[src/rtl/harness_pkg.sv]
// Shared types and MISR step function for the stimulus/compaction harness.
// misr_next works on a wide container; callers zero-extend and truncate to their width.
package harness_pkg;

    typedef enum logic [1:0] {
        IDLE  = 2'd0,
        APPLY = 2'd1,
        GAP   = 2'd2,
        DONE  = 2'd3
    } state_t;

    localparam int MISR_MAX_W = 256;
    localparam logic [MISR_MAX_W-1:0] DEF_POLY = MISR_MAX_W'('h1D);
    localparam logic [MISR_MAX_W-1:0] DEF_SEED = '0;

    function automatic logic [MISR_MAX_W-1:0] misr_next(
        input logic [MISR_MAX_W-1:0] sig,
        input logic [MISR_MAX_W-1:0] din,
        input logic [MISR_MAX_W-1:0] poly,
        input int                    w
    );
        logic [MISR_MAX_W-1:0] mask;
        logic [MISR_MAX_W-1:0] nxt;
        mask = (MISR_MAX_W'(1) << w) - MISR_MAX_W'(1);
        nxt  = (sig << 1) ^ (sig[w-1] ? poly : '0) ^ din;
        return nxt & mask;
    endfunction

endpackage

[src/rtl/misr_compactor.sv]
// Multiple-input signature register: folds one response word per enabled cycle.
// clr has priority over en so a new run always starts from SEED.
module misr_compactor
    import harness_pkg::*;
#(
    parameter int               OUT_W = 82,
    parameter logic [OUT_W-1:0] POLY  = OUT_W'(DEF_POLY),
    parameter logic [OUT_W-1:0] SEED  = OUT_W'(DEF_SEED)
) (
    input  logic             clk,
    input  logic             rst_n,
    input  logic             clr,
    input  logic             en,
    input  logic [OUT_W-1:0] din,
    output logic [OUT_W-1:0] sig
);

    logic [OUT_W-1:0] sig_q;
    logic [OUT_W-1:0] sig_d;

    always_comb begin
        sig_d = sig_q;
        if (clr) begin
            sig_d = SEED;
        end else if (en) begin
            sig_d = OUT_W'(misr_next(MISR_MAX_W'(sig_q), MISR_MAX_W'(din),
                                     MISR_MAX_W'(POLY), OUT_W));
        end
    end

    always_ff @(posedge clk or negedge rst_n) begin
        if (!rst_n) begin
            sig_q <= SEED;
        end else begin
            sig_q <= sig_d;
        end
    end

    assign sig = sig_q;

endmodule

[src/rtl/stim_misr_harness.sv]
// Replays stored vectors (with optional zero gaps) into a DUT and compacts its
// response into a MISR signature checked against a golden value.
module stim_misr_harness
    import harness_pkg::*;
#(
    parameter int               IN_W    = 53,
    parameter int               OUT_W   = 82,
    parameter int               DEPTH   = 32,
    parameter int               HOLD    = 1,
    parameter int               GAP_LEN = 1,
    parameter logic [OUT_W-1:0] POLY    = OUT_W'(DEF_POLY),
    parameter logic [OUT_W-1:0] SEED    = OUT_W'(DEF_SEED),
    localparam int              AW      = $clog2(DEPTH)
) (
    input  logic             clk,
    input  logic             rst_n,
    input  logic             cfg_we,
    input  logic [AW-1:0]    cfg_addr,
    input  logic [IN_W-1:0]  cfg_vec,
    input  logic             cfg_gap,
    input  logic [AW:0]      num_vec,
    input  logic             start,
    input  logic [OUT_W-1:0] expected_sig,
    output logic [IN_W-1:0]  dut_in,
    input  logic [OUT_W-1:0] dut_out,
    output logic             busy,
    output logic             done,
    output logic             pass,
    output logic [OUT_W-1:0] signature,
    output logic [AW-1:0]    vec_idx
);

    localparam int             HW        = (HOLD > 1) ? $clog2(HOLD) : 1;
    localparam int             GW        = (GAP_LEN > 1) ? $clog2(GAP_LEN) : 1;
    localparam logic [AW:0]    DEPTH_N   = (AW+1)'(DEPTH);
    localparam logic [HW-1:0]  HOLD_LAST = HW'(HOLD - 1);
    localparam logic [GW-1:0]  GAP_LAST  = GW'(GAP_LEN - 1);

    // Each entry is {gap_flag, vector}; not reset.
    logic [IN_W:0]   mem_q [DEPTH];

    state_t          state_q, state_d;
    logic [IN_W-1:0] dut_in_q, dut_in_d;
    logic            gap_q, gap_d;
    logic [AW-1:0]   idx_q, idx_d;
    logic [AW:0]     num_q, num_d;
    logic [HW-1:0]   hold_q, hold_d;
    logic [GW-1:0]   gcnt_q, gcnt_d;
    logic            pass_q, pass_d;
    logic            misr_clr, misr_en;
    logic [AW-1:0]   rd_addr;
    logic [IN_W:0]   rd_word;
    logic            more;
    logic            busy_w;

    assign busy_w  = (state_q == APPLY) || (state_q == GAP);
    assign rd_word = mem_q[rd_addr];
    assign more    = ({1'b0, idx_q} + (AW+1)'(1)) < num_q;

    always_ff @(posedge clk) begin
        if (cfg_we && !busy_w) begin
            mem_q[cfg_addr] <= {cfg_gap, cfg_vec};
        end
    end

    always_comb begin
        state_d  = state_q;
        dut_in_d = dut_in_q;
        gap_d    = gap_q;
        idx_d    = idx_q;
        num_d    = num_q;
        hold_d   = hold_q;
        gcnt_d   = gcnt_q;
        pass_d   = pass_q;
        misr_clr = 1'b0;
        misr_en  = 1'b0;
        rd_addr  = idx_q + AW'(1);
        case (state_q)
            IDLE: begin
                if (start) begin
                    num_d    = (num_vec > DEPTH_N) ? DEPTH_N : num_vec;
                    misr_clr = 1'b1;
                    pass_d   = 1'b0;
                    idx_d    = '0;
                    hold_d   = '0;
                    if (num_vec == '0) begin
                        state_d = DONE;
                    end else begin
                        state_d           = APPLY;
                        rd_addr           = '0;
                        {gap_d, dut_in_d} = rd_word;
                    end
                end
            end
            APPLY: begin
                if (hold_q == HOLD_LAST) begin
                    misr_en = 1'b1;
                    hold_d  = '0;
                    if (gap_q) begin
                        state_d  = GAP;
                        dut_in_d = '0;
                        gcnt_d   = '0;
                    end else if (more) begin
                        idx_d             = rd_addr;
                        {gap_d, dut_in_d} = rd_word;
                    end else begin
                        state_d = DONE;
                    end
                end else begin
                    hold_d = hold_q + HW'(1);
                end
            end
            GAP: begin
                if (gcnt_q == GAP_LAST) begin
                    if (more) begin
                        state_d           = APPLY;
                        idx_d             = rd_addr;
                        {gap_d, dut_in_d} = rd_word;
                    end else begin
                        state_d = DONE;
                    end
                end else begin
                    gcnt_d = gcnt_q + GW'(1);
                end
            end
            DONE: begin
                pass_d   = (signature == expected_sig);
                dut_in_d = '0;
                state_d  = IDLE;
            end
            default: state_d = IDLE;
        endcase
    end

    always_ff @(posedge clk or negedge rst_n) begin
        if (!rst_n) begin
            state_q  <= IDLE;
            dut_in_q <= '0;
            gap_q    <= 1'b0;
            idx_q    <= '0;
            num_q    <= '0;
            hold_q   <= '0;
            gcnt_q   <= '0;
            pass_q   <= 1'b0;
        end else begin
            state_q  <= state_d;
            dut_in_q <= dut_in_d;
            gap_q    <= gap_d;
            idx_q    <= idx_d;
            num_q    <= num_d;
            hold_q   <= hold_d;
            gcnt_q   <= gcnt_d;
            pass_q   <= pass_d;
        end
    end

    misr_compactor #(
        .OUT_W (OUT_W),
        .POLY  (POLY),
        .SEED  (SEED)
    ) u_misr (
        .clk   (clk),
        .rst_n (rst_n),
        .clr   (misr_clr),
        .en    (misr_en),
        .din   (dut_out),
        .sig   (signature)
    );

    assign dut_in  = dut_in_q;
    assign busy    = busy_w;
    assign done    = (state_q == DONE);
    assign pass    = pass_q;
    assign vec_idx = idx_q;

endmodule

[config.mk]
export PLATFORM = sky130hd
export DESIGN_NAME = stim_misr_harness
export DESIGN_NICKNAME = d
export VERILOG_FILES = /design/src/rtl/harness_pkg.sv /design/src/rtl/misr_compactor.sv /design/src/rtl/stim_misr_harness.sv
export SDC_FILE = /design/constraint.sdc
export NUM_CORES = 2
export LEC_CHECK = 0
export CORE_ASPECT_RATIO = 0.75
export CORE_UTILIZATION = 60
export DETAILED_ROUTE_END_ITERATION = 7
export PLACE_DENSITY = 0.8
export SLEW_MARGIN = 20
export SYNTH_ARGS = -nofsm -noshare
export SYNTH_HDL_FRONTEND = slang
export SYNTH_SLANG_ARGS = --single-unit
[constraint.sdc]
create_clock -name clk -period 6.2 [get_ports clk]
set_input_delay 0.62 -clock clk [delete_from_list [all_inputs] [get_ports clk]]
set_output_delay 0.62 -clock clk [all_outputs]
set_load 0.01 [all_outputs]
==> flow_metrics.env <==
export IMPL_dr_first_iter_drc_count=7456
export IMPL_seq_power_share=0.390
export IMPL_slew_headroom=0.174
export IMPL_io_buffers=375
export IMPL_synth_edf_count=1728
export IMPL_synth_top_family_by_area="compound AO/OA/AOI/OAI gates"
export IMPL_r2r_slack_ps=1330
export IMPL_min_period_ps=4870
export IMPL_cts_resized=0
export IMPL_synth_seq_cells=1878
export IMPL_cp_max_fo=51
export IMPL_wl_per_cell_um=31.9
export IMPL_track_usage=0.347
export IMPL_ant_nets=0
export IMPL_cts_buffers=169
export IMPL_vias=48400
export IMPL_combPwrFrac=0.348
export IMPL_p_per_area_nw_per_um2=458
export IMPL_drt_pass1_iterations=8
export IMPL_status="complete, no violations"
export IMPL_cts_tree="built"
export IMPL_fin_ws_ps=1330
export IMPL_sw_frac_of_total=0.364
export IMPL_synth_top_cell_by_area="edfxtp_1"
export IMPL_cap_viol_max_count=0
export IMPL_synth_adder_area_share=0.00183
export IMPL_worst_setup_path_start_kind="flop"
export IMPL_gp_congestion=0.993
export IMPL_final_cells=6923
export IMPL_crit_path_start="vec_idx[0]"
export IMPL_area_delta_synth_final_pct=15.0
export IMPL_fin_tns_setup_ps=0
export IMPL_synthMuxAreaShare=0.0595
export IMPL_synth_xor_area_frac=0.0181
export IMPL_die_h_um=309
export IMPL_drc=0
export IMPL_ys_flop_type="edfxtp_1"
export IMPL_grt_pass1_vias=47500
export IMPL_fin_util=0.697
export IMPL_rr_endpoint="dut_in[11]"
export IMPL_synth_simple_gate_area_frac=0.0383
export IMPL_cp_end_kind="flop"
export IMPL_p_sw_w=0.0144
export IMPL_hold_viol_final=0
export IMPL_fmax_mhz=205
export IMPL_fin_crit_sh=0.785
export IMPL_clock_sinks=1878
export IMPL_grt_max_degree=155
export IMPL_cp_arrival_ps=5540
export IMPL_initial_utilization=0.606
export IMPL_clkPwrFrac=0.262
export IMPL_synth_compound_area_frac=0.122
export IMPL_yosysSeqAreaShare=0.738
export IMPL_r2r_start="vec_idx[0]"
export IMPL_cp_required_ps=6870
export IMPL_grt_overflow=0
export IMPL_yosys_warnings=0
export IMPL_worstSkewPairLatency_ps=810
export IMPL_root_buffer="clkbuf_16"
export IMPL_core_um2=124000
export IMPL_yosysUniqueCellTypes=76
export IMPL_cts_max_level=4
export IMPL_synth_area_leaders="edfxtp_1, dfrtp_1, mux2i_1"
export IMPL_pin_count=376
export IMPL_power_static_leakage_nw=27.5
export IMPL_reg2reg_depth=13
export IMPL_nets=5361
export IMPL_netlist_area_um2=75400
export IMPL_syn_num_nets=5056
export IMPL_dpl_worst_slack_ps=1470
export IMPL_syn_area_per_cell_um2=15.7
export IMPL_rows=112
export IMPL_drive_above_1_share=0.112
export IMPL_vias_per_cell=7.00
export IMPL_yosysTopAreaCellShare=0.688
export IMPL_post_place_cells=6598
export IMPL_cts_setup_buffers=0
export IMPL_antenna_found_initial=7
export IMPL_netlist_instances=4812
export IMPL_hold_slack_ps=299
export IMPL_tightest_slew_ps=1240
export IMPL_dp_hpwl_um=121000
export IMPL_clkTransAtPathRegs_ps=70
export IMPL_finalSetupViolCount=0
export IMPL_ir_drop_mv=0.598
export IMPL_grt_setup_unrepaired="no"
export IMPL_grt_pass1_wl_um=319000
export IMPL_die_area_um2=127000
export IMPL_clk_path_buf_depth=3
export IMPL_wl_um=221000
export IMPL_slew_violations=0
export IMPL_die_x_um=411
export IMPL_ys_async_sr_fraction=0.0799
export IMPL_clock_skew_ps=37.7
export IMPL_hold_class="input port to async pin"
export IMPL_critPathKind="flop to flop"
export IMPL_p_int_w=0.0252
==> through the flow <==
stage                     instance area [um^2]  total power [W]
after detailed placement                 81300           0.0291
final                                    86700           0.0397
after floorplan                          75400           0.0238
after global routing                     86700           0.0409
after global placement                   81200           0.0287
after CTS                                86700           0.0394
==> state kept, by name, indices dropped and copies added, names as in the netlist <==
| name | cells |
|---|---|
| dut_in | 53 |
| gap_q | 1 |
| mem_q | 1728 |
| num_q | 6 |
| pass | 1 |
| state_q | 2 |
| u_misr.sig | 82 |
| vec_idx | 5 |
==> layout make-up <==
cell class / instances / area [um^2]
repair buffers: 484 / 4870
well taps: 1653 / 2070
flip-flops and latches: 1878 / 55600
fillers: 7830 / 37800
clock buffers: 236 / 4620
multi-input cells: 2548 / 18500
clock inverters: 80 / 796
diodes: 8 / 20.0
inverters: 36 / 140
==> logic make-up after synthesis <==
family / after synthesis
buffers and inverters: 386
AO/OA/AOI/OAI: 1341
AND/OR/NAND/NOR: 614
flip-flops: 1878
multiplexers: 428
adder cells (fa/ha/maj): 11
XOR/XNOR: 154
==> cell usage in the layout (no fill, tap or decap), drive strengths merged, types with 10 or more instances in the layout <==
| cell | Yosys | final |
|---|---|---|
| a211oi | 238 | 238 |
| nand3 | 10 | 10 |
| mux2 | 134 | 134 |
| a221oi | 177 | 177 |
| mux2i | 291 | 291 |
| nor3 | 38 | 38 |
| and2 | 46 | 46 |
| nor4 | 45 | 45 |
| inv | 36 | 45 |
| o221ai | 142 | 142 |
| a2111o | 13 | 13 |
| buf | 127 | 120 |
| xnor2 | 139 | 139 |
| clkinv | 0 | 52 |
| a21oi | 216 | 216 |
| or2 | 38 | 38 |
| xor2 | 15 | 15 |
| edfxtp | 1728 | 1728 |
| nand2 | 202 | 202 |
| dfrtp | 150 | 150 |
| o21ai | 313 | 313 |
| a2bb2oi | 12 | 12 |
| bufinv | 0 | 11 |
| ha | 11 | 11 |
| clkdlybuf4s50 | 0 | 362 |
| nor2 | 179 | 179 |
| a31oi | 93 | 93 |
| o22ai | 66 | 66 |
| o221a | 12 | 12 |
| clkbuf | 223 | 237 |
| nand4 | 29 | 29 |
| o21bai | 13 | 13 |
==> power by group through the flow <==
stage / Combinational [W] / Sequential [W] / Clock [W]
floorplan: 0.00836 / 0.0155 / 0
global route: 0.0145 / 0.0155 / 0.0109
detailed placement: 0.0134 / 0.0157 / 0
global placement: 0.0130 / 0.0157 / 0
finish: 0.0138 / 0.0155 / 0.0104
CTS: 0.0135 / 0.0155 / 0.0104
==> Yosys cell counts (all sizes together) (5+ instances only) <==
cell	number
and2	46
buf	127
a2bb2oi	12
clkbuf	223
mux2i	291
xnor2	139
o21bai	13
ha	11
nor4	45
nor2	179
a31oi	93
nor3	38
a21oi	216
edfxtp	1728
inv	36
nand3b	7
o221a	12
o31a	5
o211ai	8
dfrtp	150
a2111o	13
nand3	10
a211oi	238
a221oi	177
nand2	202
mux2	134
o221ai	142
a2111oi	8
o21ai	313
or2	38
o22ai	66
nand4	29
xor2	15
==> worst max-delay path, cell delays in order (launching register included) <==
cell and delay (ps):
dfrtp_4 640, ha_2 280, nand3_1 110, xnor2_2 480, inv_1 240, ha_1 360
a21o_1 160, a21oi_1 140, o21a_1 260, o21a_4 750, buf_4 500, o21ai_0 170
nor4_1 460, a31oi_1 130
==> worst max path at each step <==
stage	endpoint	slack [ps]	cells past startpoint
after global placement	dut_in[41]	1580	9
after CTS	dut_in[11]	1410	13
after detailed placement	dut_in[11]	1470	13
final	dut_in[11]	1330	13
after floorplan	mem_q[14][0]	1740	6
after global routing	dut_in[3]	1180	13
==> per-layer routing <==
metal	up-vias	routed length (um)	GRT usage	part of all wire
met5	-	54	0	0.00024
met4	2	10000	0.163	0.046
met3	674	29300	0.0856	0.13
met2	3867	98300	0.513	0.45
met1	24000	82800	0.490	0.38
li1	19900	-	-	-
==> repair_timing <==
item | 4_1_cts | 5_1_grt
endpoints found under the hold margin | 29 | 0
setup endpoints to repair | 0 | 0
hold buffers | 1 | 0
Note: power is estimated with default switching activity, not from simulation.
